### src/rtl/robo_coletor_param.sv
// Collector-robot wall follower: one registered action per cycle, multi-cycle barrier removal.
// Define ROBO_WATCHDOG_EN to enable the turn-run watchdog (HALT state, stuck output).
module robo_coletor_param #(
    parameter int CAPACITY      = 8,
    parameter int REMOVE_CYCLES = 3,
    parameter int MAX_TURNS     = 8,
    parameter int CNT_W         = 8
) (
    input  logic             clock,
    input  logic             reset,
    input  logic             head,
    input  logic             left,
    input  logic             under,
    input  logic             barrier,
    output logic             advance,
    output logic             turn,
    output logic             collect,
    output logic             remove,
    output logic             full,
    output logic             stuck,
    output logic [CNT_W-1:0] moves,
    output logic [CNT_W-1:0] items
);

    localparam int REM_W = (REMOVE_CYCLES > 1) ? $clog2(REMOVE_CYCLES) : 1;
    localparam logic [REM_W-1:0] REM_INIT = REM_W'(REMOVE_CYCLES - 1);
    localparam logic [REM_W-1:0] REM_ONE  = REM_W'(1);
    localparam logic [CNT_W-1:0] CNT_ONE  = CNT_W'(1);
    localparam logic [CNT_W-1:0] CAP      = CNT_W'(CAPACITY);

    typedef enum logic [2:0] {
        SEEK,
        FOLLOW,
        ENTER,
        ROT_R,
        REMOVE,
        HALT
    } state_t;

    state_t           state;
    state_t           saved;
    logic [1:0]       rot_cnt;
    logic [REM_W-1:0] rem_cnt;
    logic             cell_done;
    logic             can_collect;
    logic             wd_trip;

    assign full        = (items == CAP);
    assign can_collect = under && !cell_done && !full;

`ifdef ROBO_WATCHDOG_EN
    localparam int TR_W = $clog2(MAX_TURNS + 1);
    localparam logic [TR_W-1:0] TR_LAST = TR_W'(MAX_TURNS - 1);
    localparam logic [TR_W-1:0] TR_ONE  = TR_W'(1);

    logic [TR_W-1:0] turn_run;

    // Counts the registered turn pulses; the trip fires while the MAX_TURNS-th turn is visible.
    always_ff @(posedge clock or posedge reset) begin
        if (reset) begin
            turn_run <= '0;
        end else if (advance) begin
            turn_run <= '0;
        end else if (turn && turn_run != TR_W'(MAX_TURNS)) begin
            turn_run <= turn_run + TR_ONE;
        end
    end

    assign wd_trip = turn && (turn_run == TR_LAST);
    assign stuck   = (state == HALT);
`else
    assign wd_trip = 1'b0;
    assign stuck   = 1'b0;
`endif

    always_ff @(posedge clock or posedge reset) begin
        if (reset) begin
            state     <= SEEK;
            saved     <= SEEK;
            rot_cnt   <= '0;
            rem_cnt   <= '0;
            cell_done <= 1'b0;
            advance   <= 1'b0;
            turn      <= 1'b0;
            collect   <= 1'b0;
            remove    <= 1'b0;
            moves     <= '0;
            items     <= '0;
        end else begin
            advance <= 1'b0;
            turn    <= 1'b0;
            collect <= 1'b0;
            remove  <= 1'b0;
            if (state == HALT) begin
                state <= HALT;
            end else if (wd_trip) begin
                state <= HALT;
            end else begin
                case (state)
                    SEEK, FOLLOW, ENTER: begin
                        if (can_collect) begin
                            collect   <= 1'b1;
                            items     <= items + CNT_ONE;
                            cell_done <= 1'b1;
                        end else if (barrier) begin
                            remove  <= 1'b1;
                            saved   <= state;
                            rem_cnt <= REM_INIT;
                            if (REMOVE_CYCLES > 1) begin
                                state <= REMOVE;
                            end
                        end else begin
                            // Wall-follow rule; a right turn is three left turns.
                            unique case (1'b1)
                                (state == SEEK && !head),
                                (state == FOLLOW && left && !head),
                                (state == ENTER && !head): begin
                                    advance   <= 1'b1;
                                    cell_done <= 1'b0;
                                    if (moves != '1) begin
                                        moves <= moves + CNT_ONE;
                                    end
                                    if (state == ENTER) begin
                                        state <= FOLLOW;
                                    end
                                end
                                (state == SEEK && head),
                                (state == FOLLOW && left && head): begin
                                    turn    <= 1'b1;
                                    rot_cnt <= 2'd2;
                                    state   <= ROT_R;
                                end
                                (state == FOLLOW && !left),
                                (state == ENTER && head): begin
                                    turn  <= 1'b1;
                                    state <= ENTER;
                                end
                                default: begin
                                    state <= SEEK;
                                end
                            endcase
                        end
                    end
                    ROT_R: begin
                        turn    <= 1'b1;
                        rot_cnt <= rot_cnt - 2'd1;
                        if (rot_cnt <= 2'd1) begin
                            state <= FOLLOW;
                        end
                    end
                    REMOVE: begin
                        remove  <= 1'b1;
                        rem_cnt <= rem_cnt - REM_ONE;
                        if (rem_cnt <= REM_ONE) begin
                            state <= saved;
                        end
                    end
                    default: begin
                        state <= SEEK;
                    end
                endcase
            end
        end
    end

endmodule

### config.mk
export PLATFORM = sky130hd
export DESIGN_NAME = robo_coletor_param
export DESIGN_NICKNAME = d
export VERILOG_FILES = /design/src/rtl/robo_coletor_param.sv
export SDC_FILE = /design/constraint.sdc
export NUM_CORES = 1
export LEC_CHECK = 0
export ABC_AREA = 1
export CORE_UTILIZATION = 41
export CTS_CLUSTER_DIAMETER = 120
export DETAILED_ROUTE_END_ITERATION = 16
export PLACE_DENSITY = 0.73
export SLEW_MARGIN = 20
export SYNTH_ARGS = -nofsm -noshare
export SYNTH_HDL_FRONTEND = slang
export SYNTH_SLANG_ARGS = --single-unit
### constraint.sdc
create_clock -name clock -period 4.1 [get_ports clock]
set_input_delay 1.025 -clock clock [delete_from_list [all_inputs] [get_ports clock]]
set_output_delay 1.025 -clock clock [all_outputs]
set_load 0.02 [all_outputs]
==> results.md, run 1 <==
- First-pass detailed-route iteration total: 4
- Cts hold-fix bufs: 0
- Critical Path AT: 1.95 ns
- Synth top area share: 0.425
- CTS Buf Count: 5
- Wire per inst: 11.0 µm
- Final ANT Viol Nets: 0
- # rows: 23
- Most used cell, CP: inv_1
- Leakage: 1.10 nW
- Vias in the first global route: 1,410
- Multi-input gate area: 850 µm²
- Layout cells sized above 1: 0.119
- TritonCTS clock tree: done
- Seq/Total Area, Yosys: 0.425
- Core Region: 0.00414 mm²
- Yosys cell types: 27
- Skew final: 0.00618 ns
- Number of synthesized flops with an enable pin: 0
- Top cell type by total area after synthesis: dfrtp_1
- End-of-flow core utilization: 0.529
- Port bufs: 26
- Die width: 68.8 µm
- Maximum clock frequency: 336 MHz
- Clock buffer depth: 2
- Crit-path max cell delay: 0.60 ns
- Power density cells: 669 mW/mm²
- Area contributors post-synth: dfrtp_1 42%, nand2_1 13%, inv_1 7.8%
- GRT overflow: 0
- Mapped Nets: 242
- Status: finished clean
- First-pass GRT wire length: 5.81 mm
- Critical Path End Type: output pin
- Most common cell in the synthesized netlist: nand2_1
- Area grow syn2layout: 20.1%
- Drt initial violations: 88
- DRC viols: 0
- Period utilisation layout: 0.725
- Initial antenna violation count: 0
- Crit-path cells: inv_1 > ha_1 > nand2_1 > nor2_1 > nand2_2 > inv_1 > clkdlybuf4s50_1
- Die Ht: 68.8 µm
- Critical Path RT: 3.07 ns
- Clock Latency Late Sink: 0.29 ns
- Initial core utilization: 0.441
- Nets: 271
- Yosys warning total: 0
- FF+latch area: 776 µm²
- Mapped Area: 0.00183 mm²
- Post-cts sizing count: 0
- Slowest cell on crit path: clkdlybuf4s50_1
- Clock-pin slew on the worst setup and hold paths: 0.07 ns
- Asr flop ratio synth: 1.00
- Mapped Cells: 231
- CTS Root Cell: clkbuf_8
- Crit path max-delay family: buffers and inverters
- Post-synth top cells: 63 x nand2_1, 38 x inv_1, 31 x dfrtp_1, 18 x nor2_1, 17 x nand3_1
- Final HPWL DP: 2.55 mm
- Worst-path maximum fanout: 4
- Top-Level Pins: 28
- Final Wtd Congestion: 0.818
- # fillers: 395
- Final WL: 3.41 mm
- Vias: 1,491
- CP Buf/Inv Count: 3
- H-tree levels: 2
- Seq cells post-synth: 31
- CP startpoint kind: flip-flop
- Final TNS setup: 0 ns
- Max_cap viols: 0
- Final hold vios: 0
- Synth Flop Type: dfrtp_1
- Antenna diodes: 0
- Slew Limit Fails: 0
- Syn_area_per_cell: 7.91 µm²
- GRT Overall Usage: 0.172
- Via density: 4.79
- Min Clock Period, post-route: 2.97 ns
- HP Class: reg2reg
- DIE AREA: 0.00473 mm²
- Num Clock Sinks: 31
- Setup bufs post-CTS: 0
- Crit Path Class: reg2out
- Setup-failing EPs final: 0
- Peak VDD IR: 0.000259 V
- RSZ-0062 raised after global routing: false
- Largest net degree at the start of global routing: 32
[worst register-to-register path: cells and delay by family, from the launching register on]
family                   cells  cell delay, ns
XOR/XNOR                     1            0.20
adder cells (fa/ha/maj)      1            0.16
buffers and inverters        1            0.12
flip-flops                   1            0.41
AND/OR/NAND/NOR              5            0.56
[final timing paths]
| path | from | end | slack (ns) | cells after the start |
|---|---|---|---|---|
| hold / removal | saved[2]$_DFFE_PP0P_ | saved[2]$_DFFE_PP0P_ | 0.47 | 2 |
| hold reg to reg | saved[2]$_DFFE_PP0P_ | saved[2]$_DFFE_PP0P_ | 0.47 | 2 |
| max in group asynchronous | reset | saved[0]$_DFFE_PP0P_ | 2.69 | 3 |
| setup / recovery | items[0]$_DFFE_PP0P_ | full | 1.13 | 7 |
| min in group asynchronous | reset | moves[4]$_DFFE_PP0P_ | 1.12 | 3 |
| setup reg to reg | items[0]$_DFFE_PP0P_ | moves[0]$_DFFE_PP0P_ | 2.52 | 8 |
[per-layer routing]
layer,share of wire,track usage,up-vias
met3,0.046,0.0493,7
met2,0.49,0.301,34
met4,0.021,0.0893,0
met1,0.44,0.186,681
met5,0,0,-
li1,-,-,769
[power breakdown]
part           switching, mW  internal, mW  total, mW  leakage, nW
sequential             0.113         0.415      0.528        0.399
clock                  0.115         0.118      0.234       0.0412
combinational          0.412         0.294      0.706        0.663
[cells in the final DEF, fill, tap and decap left out]
master / netlist / routed
nand2_1: 63 / 63
inv_1: 38 / 38
dfrtp_1: 31 / 31
clkdlybuf4s50_1: 0 / 26
nor2_1: 18 / 18
nand3_1: 17 / 17
o21ai_2: 13 / 13
xor2_1: 7 / 7
o21ai_0: 6 / 6
nand4_1: 6 / 6
ha_1: 5 / 5
clkbuf_8: 0 / 5
xnor2_1: 4 / 4
a21oi_1: 4 / 4
or2_2: 3 / 3
nand3_4: 2 / 2
inv_2: 1 / 1
and3_1: 1 / 1
nand2_2: 1 / 1
o21bai_1: 1 / 1
inv_4: 1 / 1
nor3_1: 1 / 1
nand2_4: 1 / 1
nor2_2: 1 / 1
conb_1: 1 / 1
clkinvlp_4: 0 / 1
clkbuf_1: 0 / 1
clkinv_2: 0 / 1
buf_4: 1 / 1
[state kept, by name, summed over array words and instances (netlist names)]
signal / flops
remove: 1
rem_cnt: 2
turn: 1
state: 3
rot_cnt: 2
moves: 8
collect: 1
cell_done: 1
advance: 1
items: 8
saved: 3
[logic make-up after synthesis]
family / synth area share
AND/OR/NAND/NOR: 0.282
buffers and inverters: 0.110
flip-flops: 0.425
AO/OA/AOI/OAI: 0.0938
XOR/XNOR: 0.0527
adder cells (fa/ha/maj): 0.0342
other: 0.00205
[area by class of cell]
type,instances,share of cell area
inverters,40,0.0696
multi-input cells,155,0.387
well taps,50,0.0285
clock buffers,6,0.0331
repair buffers,27,0.122
clock inverters,2,0.00570
flip-flops and latches,31,0.354
[per-stage QoR]
step           hold WS, ns  instances  power, mW  worst slack [ns]  cell area, µm²
2_1_floorplan        0.437        231       1.03              1.92            1830
3_3_place_gp         0.453        303       1.22              1.48            2110
3_5_place_dp         0.463        303       1.25              1.43            2110
4_1_cts              0.482        311       1.49              1.11            2190
5_1_grt              0.510        311       1.60             0.976            2190
6_report             0.472        311       1.47              1.13            2190
Note: power is estimated with default switching activity, not from simulation.
==> run 2: changes to the inputs <==
Clock period 4.1 ns to 2.8 ns, I/O delays scaled along.
==> run 2 against run 1 <==
Global-route usage grew 0.58 points; final cell count shrank 0.64%; combinational power grew 47%; cell area shrank 0.57%; sequential power grew 46%; via count shrank 0.34%; worst hold slack gained 0.00069 ns; critical path depth is the same; sequential share of layout area grew 0.20 points; critical endpoint unchanged; largest cell class unchanged; highest routed layer unchanged.
==> results.md, run 2 (synthesis results as in run 1) <==
- Skew final: 0.00396 ns (was 0.00618 ns)
- Critical Path End Type: output pin (unchanged)
- Final Wtd Congestion: 0.837 (was 0.818)
- Cts hold-fix bufs: 0 (unchanged)
- Most frequent cells in the layout: 63 x nand2_1, 38 x inv_1, 31 x dfrtp_1, 26 x clkdlybuf4s50_1, 18 x nor2_1 (unchanged)
- Slack of the worst reg-to-reg path: 1.23 ns (was 2.52 ns)
- CP startpoint kind: flip-flop (unchanged)
- # rows: 23 (unchanged)
- GRT Overall Usage: 0.177 (was 0.172)
- Hold Path End: saved[2]$_DFFE_PP0P_ (unchanged)
- Top-Level Pins: 28 (unchanged)
- Wire per inst: 11.2 µm (was 11.0 µm)
- Design Area, Final: 0.00218 mm² (was 0.00219 mm²)
- HP Class: reg2reg (unchanged)
- DRC viols: 0 (unchanged)
- First-pass detailed-route iteration total: 5 (was 4)
- GRT overflow: 0 (unchanged)
- Multi-input gate area: 850 µm² (unchanged)
- RR Endpoint: moves[0]$_DFFE_PP0P_ (unchanged)
- Vias: 1,486 (was 1,491)
- # fillers: 404 (was 395)
- Critical Path RT: 2.10 ns (was 3.07 ns)
- End-of-flow core utilization: 0.526 (was 0.529)
- Leakage: 1.10 nW (about the same)
- Initial antenna violation count: 0 (unchanged)
- CTS Buf Count: 5 (unchanged)
- Worst Hold Launch: saved[2]$_DFFE_PP0P_ (unchanged)
- H-tree levels: 2 (unchanged)
- Setup-failing EPs final: 0 (unchanged)
- Post-cts sizing count: 0 (unchanged)
- Final TNS setup: 0 ns (unchanged)
- Num Clock Sinks: 31 (unchanged)
- Core Region: 0.00414 mm² (unchanged)
- Post-DP Area: 0.00211 mm² (unchanged)
- Slew Limit Fails: 0 (unchanged)
- CTS Root Cell: clkbuf_8 (unchanged)
- RSZ-0062 raised after global routing: false (unchanged)
- TritonCTS clock tree: done (unchanged)
- Final WL: 3.47 mm (was 3.41 mm)
- Max_cap viols: 0 (unchanged)
- Layout cells sized above 1: 0.112 (was 0.119)
- Largest regs: items x8, moves x8 (unchanged)
- Via density: 4.81 (was 4.79)
- Period utilisation layout: 0.937
- Maximum clock frequency: 381 MHz
- Reg2reg start: items[0]$_DFFE_PP0P_ (unchanged)
- Setup bufs post-CTS: 0 (unchanged)
- Worst-path maximum fanout: 4 (unchanged)
- First-pass GRT wire length: 6.00 mm (was 5.81 mm)
- R2R depth: 8 (unchanged)
- Status: finished clean (unchanged)
- Crit Path Class: reg2out (unchanged)
- Power density cells: 978 mW/mm² (was 669 mW/mm²)
- Die Ht: 68.8 µm (unchanged)
- Drt initial violations: 88 (unchanged)
- Largest net degree at the start of global routing: 32 (unchanged)
- Port bufs: 26 (unchanged)
- Initial core utilization: 0.441 (unchanged)
- Leading cell type in the layout, fill and taps excluded: nand2_1 (unchanged)
- FF+latch area: 776 µm² (unchanged)
- DIE AREA: 0.00473 mm² (unchanged)
- Area grow syn2layout: 19.4% (was 20.1%)
- Critical Path AT: 1.92 ns (was 1.95 ns)
- Min Clock Period, post-route: 2.62 ns
- Final HPWL DP: 2.54 mm (was 2.55 mm)
- Antenna diodes: 0 (unchanged)
- Clock buffer depth: 2 (unchanged)
- Hold Path Stages: 2 (unchanged)
- Clock-pin slew on the worst setup and hold paths: 0.06 ns (was 0.07 ns)
- Peak VDD IR: 0.000342 V (was 0.000259 V)
- Final ANT Viol Nets: 0 (unchanged)
- Min Hold Slack: 0.472 ns (about the same)
- Vias in the first global route: 1,459 (was 1,410)
- Final hold vios: 0 (unchanged)
- Nets: 271 (unchanged)
- Die width: 68.8 µm (unchanged)
- Clock Latency Late Sink: 0.28 ns (was 0.29 ns)
[run 2: changes by cell type in the layout (fill, tap and decap cells not counted)]
cell / change
clkinv_2: -1
clkinvlp_4: -1
[run 2: power breakdown]
part	internal, mW	total, mW	switching, mW
combinational	0.429	1.04	0.609
sequential	0.608	0.772	0.164
clock	0.165	0.322	0.156
[run 2: worst max-delay path by stage]
stage	start	end	slack, ns	cells after the start
2_1_floorplan	items[0]$_DFFE_PP0P_	full	0.94	6
3_3_place_gp	items[0]$_DFFE_PP0P_	full	0.50	7
3_5_place_dp	items[0]$_DFFE_PP0P_	full	0.48	7
4_1_cts	items[0]$_DFFE_PP0P_	full	0.16	7
5_1_grt	items[0]$_DFFE_PP0P_	full	0.02	7
6_report	items[0]$_DFFE_PP0P_	full	0.18	7
[run 2: worst max-delay path, cell delays in order, from the launching register on]
cell             delay, ns
dfrtp_1               0.41
inv_1                 0.12
ha_1                  0.15
nand2_1               0.05
nor2_1                0.11
nand2_2               0.12
inv_1                 0.09
clkdlybuf4s50_1       0.60
[run 2: metrics by stage]
stage	setup WS, ns	total power [mW]	instances
floorplan	0.943	1.50	231
global placement	0.501	1.79	303
detailed placement	0.476	1.82	303
CTS	0.162	2.16	309
global route	0.0173	2.33	309
finish	0.177	2.13	309
[run 2: cell type report]
type                       instances  area share
tap                               50      0.0287
timing repair buffer              27       0.123
multi-input combinational        155       0.390
sequential                        31       0.356
clock buffer                       6      0.0333
inverter                          40      0.0700
[run 2: metal layers]
metal,share of wire,GRT usage
met1,0.44,0.184
met2,0.50,0.311
met4,0.016,0.0969
met3,0.040,0.0625
met5,0,0
==> run 3: changes to the inputs <==
Settings changed: SETUP_SLACK_MARGIN set to 0.02.
==> run 3 against run 2 <==
Setup slack improved by 0.38 ns; flip-flop and latch count did not move; global-route usage stayed put; final cell count stayed put; non-clock buffer count did not move; die area unchanged.
==> results.md, run 3 (synthesis results as in run 1) <==
- Status: finished clean (unchanged)
- Sequential power share: 0.362 (about the same)
- Placement Setup Slack: 0.476 ns (unchanged)
- Crit Path Class: reg2out (unchanged)
- Final Wtd Congestion: 0.837 (unchanged)
- H-tree levels: 2 (unchanged)
- Clk pwr share: 0.151 (about the same)
- Vias: 1,486 (unchanged)
- Maximum clock frequency: 446 MHz (was 381 MHz)
- Worst-path maximum fanout: 4 (unchanged)
- Skew final: 0.00396 ns (unchanged)
- Final hold vios: 0 (unchanged)
- Nets: 271 (unchanged)
- Largest regs: items x8, moves x8 (unchanged)
- Port bufs: 26 (unchanged)
- R2R depth: 8 (unchanged)
- Final WL: 3.47 mm (about the same)
- CTS Root Cell: clkbuf_8 (unchanged)
- Final ANT Viol Nets: 0 (unchanged)
- Die width: 68.8 µm (unchanged)
- Period utilisation layout: 0.801 (was 0.937)
- Core Region: 0.00414 mm² (unchanged)
- DIE AREA: 0.00473 mm² (unchanged)
- Antenna diodes: 0 (unchanged)
- Clock Latency Late Sink: 0.28 ns (about the same)
- Max_cap viols: 0 (unchanged)
- DRC viols: 0 (unchanged)
- Vias in the first global route: 1,459 (unchanged)
- Power density cells: 976 mW/mm² (was 978 mW/mm²)
- Min Clock Period, post-route: 2.24 ns (was 2.62 ns)
- Setup-failing EPs final: 0 (unchanged)
- Final HPWL DP: 2.54 mm (unchanged)
- Min Hold Slack: 0.472 ns (unchanged)
- Initial antenna violation count: 0 (unchanged)
- CP startpoint kind: flip-flop (unchanged)
- HP Class: reg2reg (unchanged)
- TritonCTS clock tree: done (unchanged)
- Worst Slack Setup Final: 0.557 ns (was 0.177 ns)
- Setup bufs post-CTS: 0 (unchanged)
- Initial core utilization: 0.441 (unchanged)
- Switching share of power: 0.436 (about the same)
- Die Ht: 68.8 µm (unchanged)
- Most frequent cells in the layout: 63 x nand2_1, 38 x inv_1, 31 x dfrtp_1, 25 x clkdlybuf4s50_1, 18 x nor2_1 (was 63 x nand2_1, 38 x inv_1, 31 x dfrtp_1, 26 x clkdlybuf4s50_1, 18 x nor2_1)
- Largest net degree at the start of global routing: 32 (unchanged)
- GRT Overall Usage: 0.177 (unchanged)
- CTS Buf Count: 5 (unchanged)
- Leakage: 1.12 nW (was 1.10 nW)
- Post-cts sizing count: 0 (unchanged)
- Critical Path RT: 2.10 ns (about the same)
- GRT overflow: 0 (unchanged)
- Slew Limit Fails: 0 (unchanged)
- First-pass detailed-route iteration total: 5 (unchanged)
- Logic pwr share: 0.487 (about the same)
- Drt initial violations: 88 (unchanged)
- Critical Path AT: 1.54 ns (was 1.92 ns)
- Clock buffer depth: 2 (unchanged)
- Slowest cell on crit path: dfrtp_1 (was clkdlybuf4s50_1)
- Num Clock Sinks: 31 (unchanged)
- Crit-path max cell delay: 0.41 ns (was 0.60 ns)
- Critical Path End Type: output pin (unchanged)
- Cell internal pwr: 1.20 mW (about the same)
- # rows: 23 (unchanged)
- RSZ-0062 raised after global routing: false (unchanged)
- End-of-flow core utilization: 0.527 (was 0.526)
- Layout cells sized above 1: 0.112 (unchanged)
- Final TNS setup: 0 ns (unchanged)
- Leading cell type in the layout, fill and taps excluded: nand2_1 (unchanged)
- Peak VDD IR: 0.000342 V (about the same)
- Crit-path cells: inv_1 > ha_1 > nand2_1 > nor2_1 > nand2_2 > inv_1 > dlymetal6s2s_1 (was inv_1 > ha_1 > nand2_1 > nor2_1 > nand2_2 > inv_1 > clkdlybuf4s50_1)
- P_sw: 0.930 mW (about the same)
- Area grow syn2layout: 19.5% (was 19.4%)
- Hold Path Stages: 2 (unchanged)
- Cts hold-fix bufs: 0 (unchanged)
- Via density: 4.81 (unchanged)
- Clock-pin slew on the worst setup and hold paths: 0.06 ns (about the same)
- Top-Level Pins: 28 (unchanged)
- First-pass GRT wire length: 6.00 mm (unchanged)
- Wire per inst: 11.2 µm (about the same)
- Most used cell, CP: inv_1 (unchanged)
==> run 3: cell types whose count changed in the layout (fill, tap and decap cells not counted), sizes merged <==
cell	previous run	this run
clkdlybuf4s50	26	25
dlymetal6s2s	0	1
==> run 3: per-stage QoR <==
| stage | cells | power [mW] | area, µm² |
|---|---|---|---|
| after floorplan | 231 | 1.50 | 1830 |
| after global placement | 303 | 1.79 | 2110 |
| after detailed placement | 303 | 1.82 | 2110 |
| after CTS | 309 | 2.16 | 2180 |
| after global routing | 309 | 2.33 | 2180 |
| final | 309 | 2.13 | 2180 |
==> run 3: final cells by class <==
cell class	instances	area [µm²]
clock buffers	6	72.6
flip-flops and latches	31	776
inverters	40	153
multi-input cells	155	850
repair buffers	27	270
fillers	404	1960
well taps	50	62.6
==> run 3: path summary, 6_finish.rpt <==
check | slack (ns) | startpoint | to
hold reg to reg | 0.47 | saved[2]$_DFFE_PP0P_ | saved[2]$_DFFE_PP0P_
min in group asynchronous | 0.81 | reset | moves[2]$_DFFE_PP0P_
max in group asynchronous | 1.70 | reset | items[1]$_DFFE_PP0P_
setup / recovery | 0.56 | items[0]$_DFFE_PP0P_ | full
setup reg to reg | 1.23 | items[0]$_DFFE_PP0P_ | moves[0]$_DFFE_PP0P_
hold / removal | 0.47 | saved[2]$_DFFE_PP0P_ | saved[2]$_DFFE_PP0P_
==> run 3: per-layer routing <==
metal	track usage	part of all wire	wire length [µm]
met5	0	0	0
met3	0.0625	0.041	142
met1	0.184	0.44	1530
met2	0.311	0.50	1740
met4	0.0969	0.016	57
==> run 3: worst max-delay path, delay by kind of cell (launching register included) <==
family | cells | cell delay (ns)
buffers and inverters | 3 | 0.43
flip-flops | 1 | 0.41
AND/OR/NAND/NOR | 3 | 0.28
adder cells (fa/ha/maj) | 1 | 0.15
==> run 3: power groups by stage <==
stage	sequential (mW)	combinational, mW	clock [mW]
global placement	0.773	1.02	0
detailed placement	0.777	1.05	0
floorplan	0.845	0.659	0
finish	0.772	1.04	0.322
global route	0.800	1.18	0.351
CTS	0.770	1.05	0.333
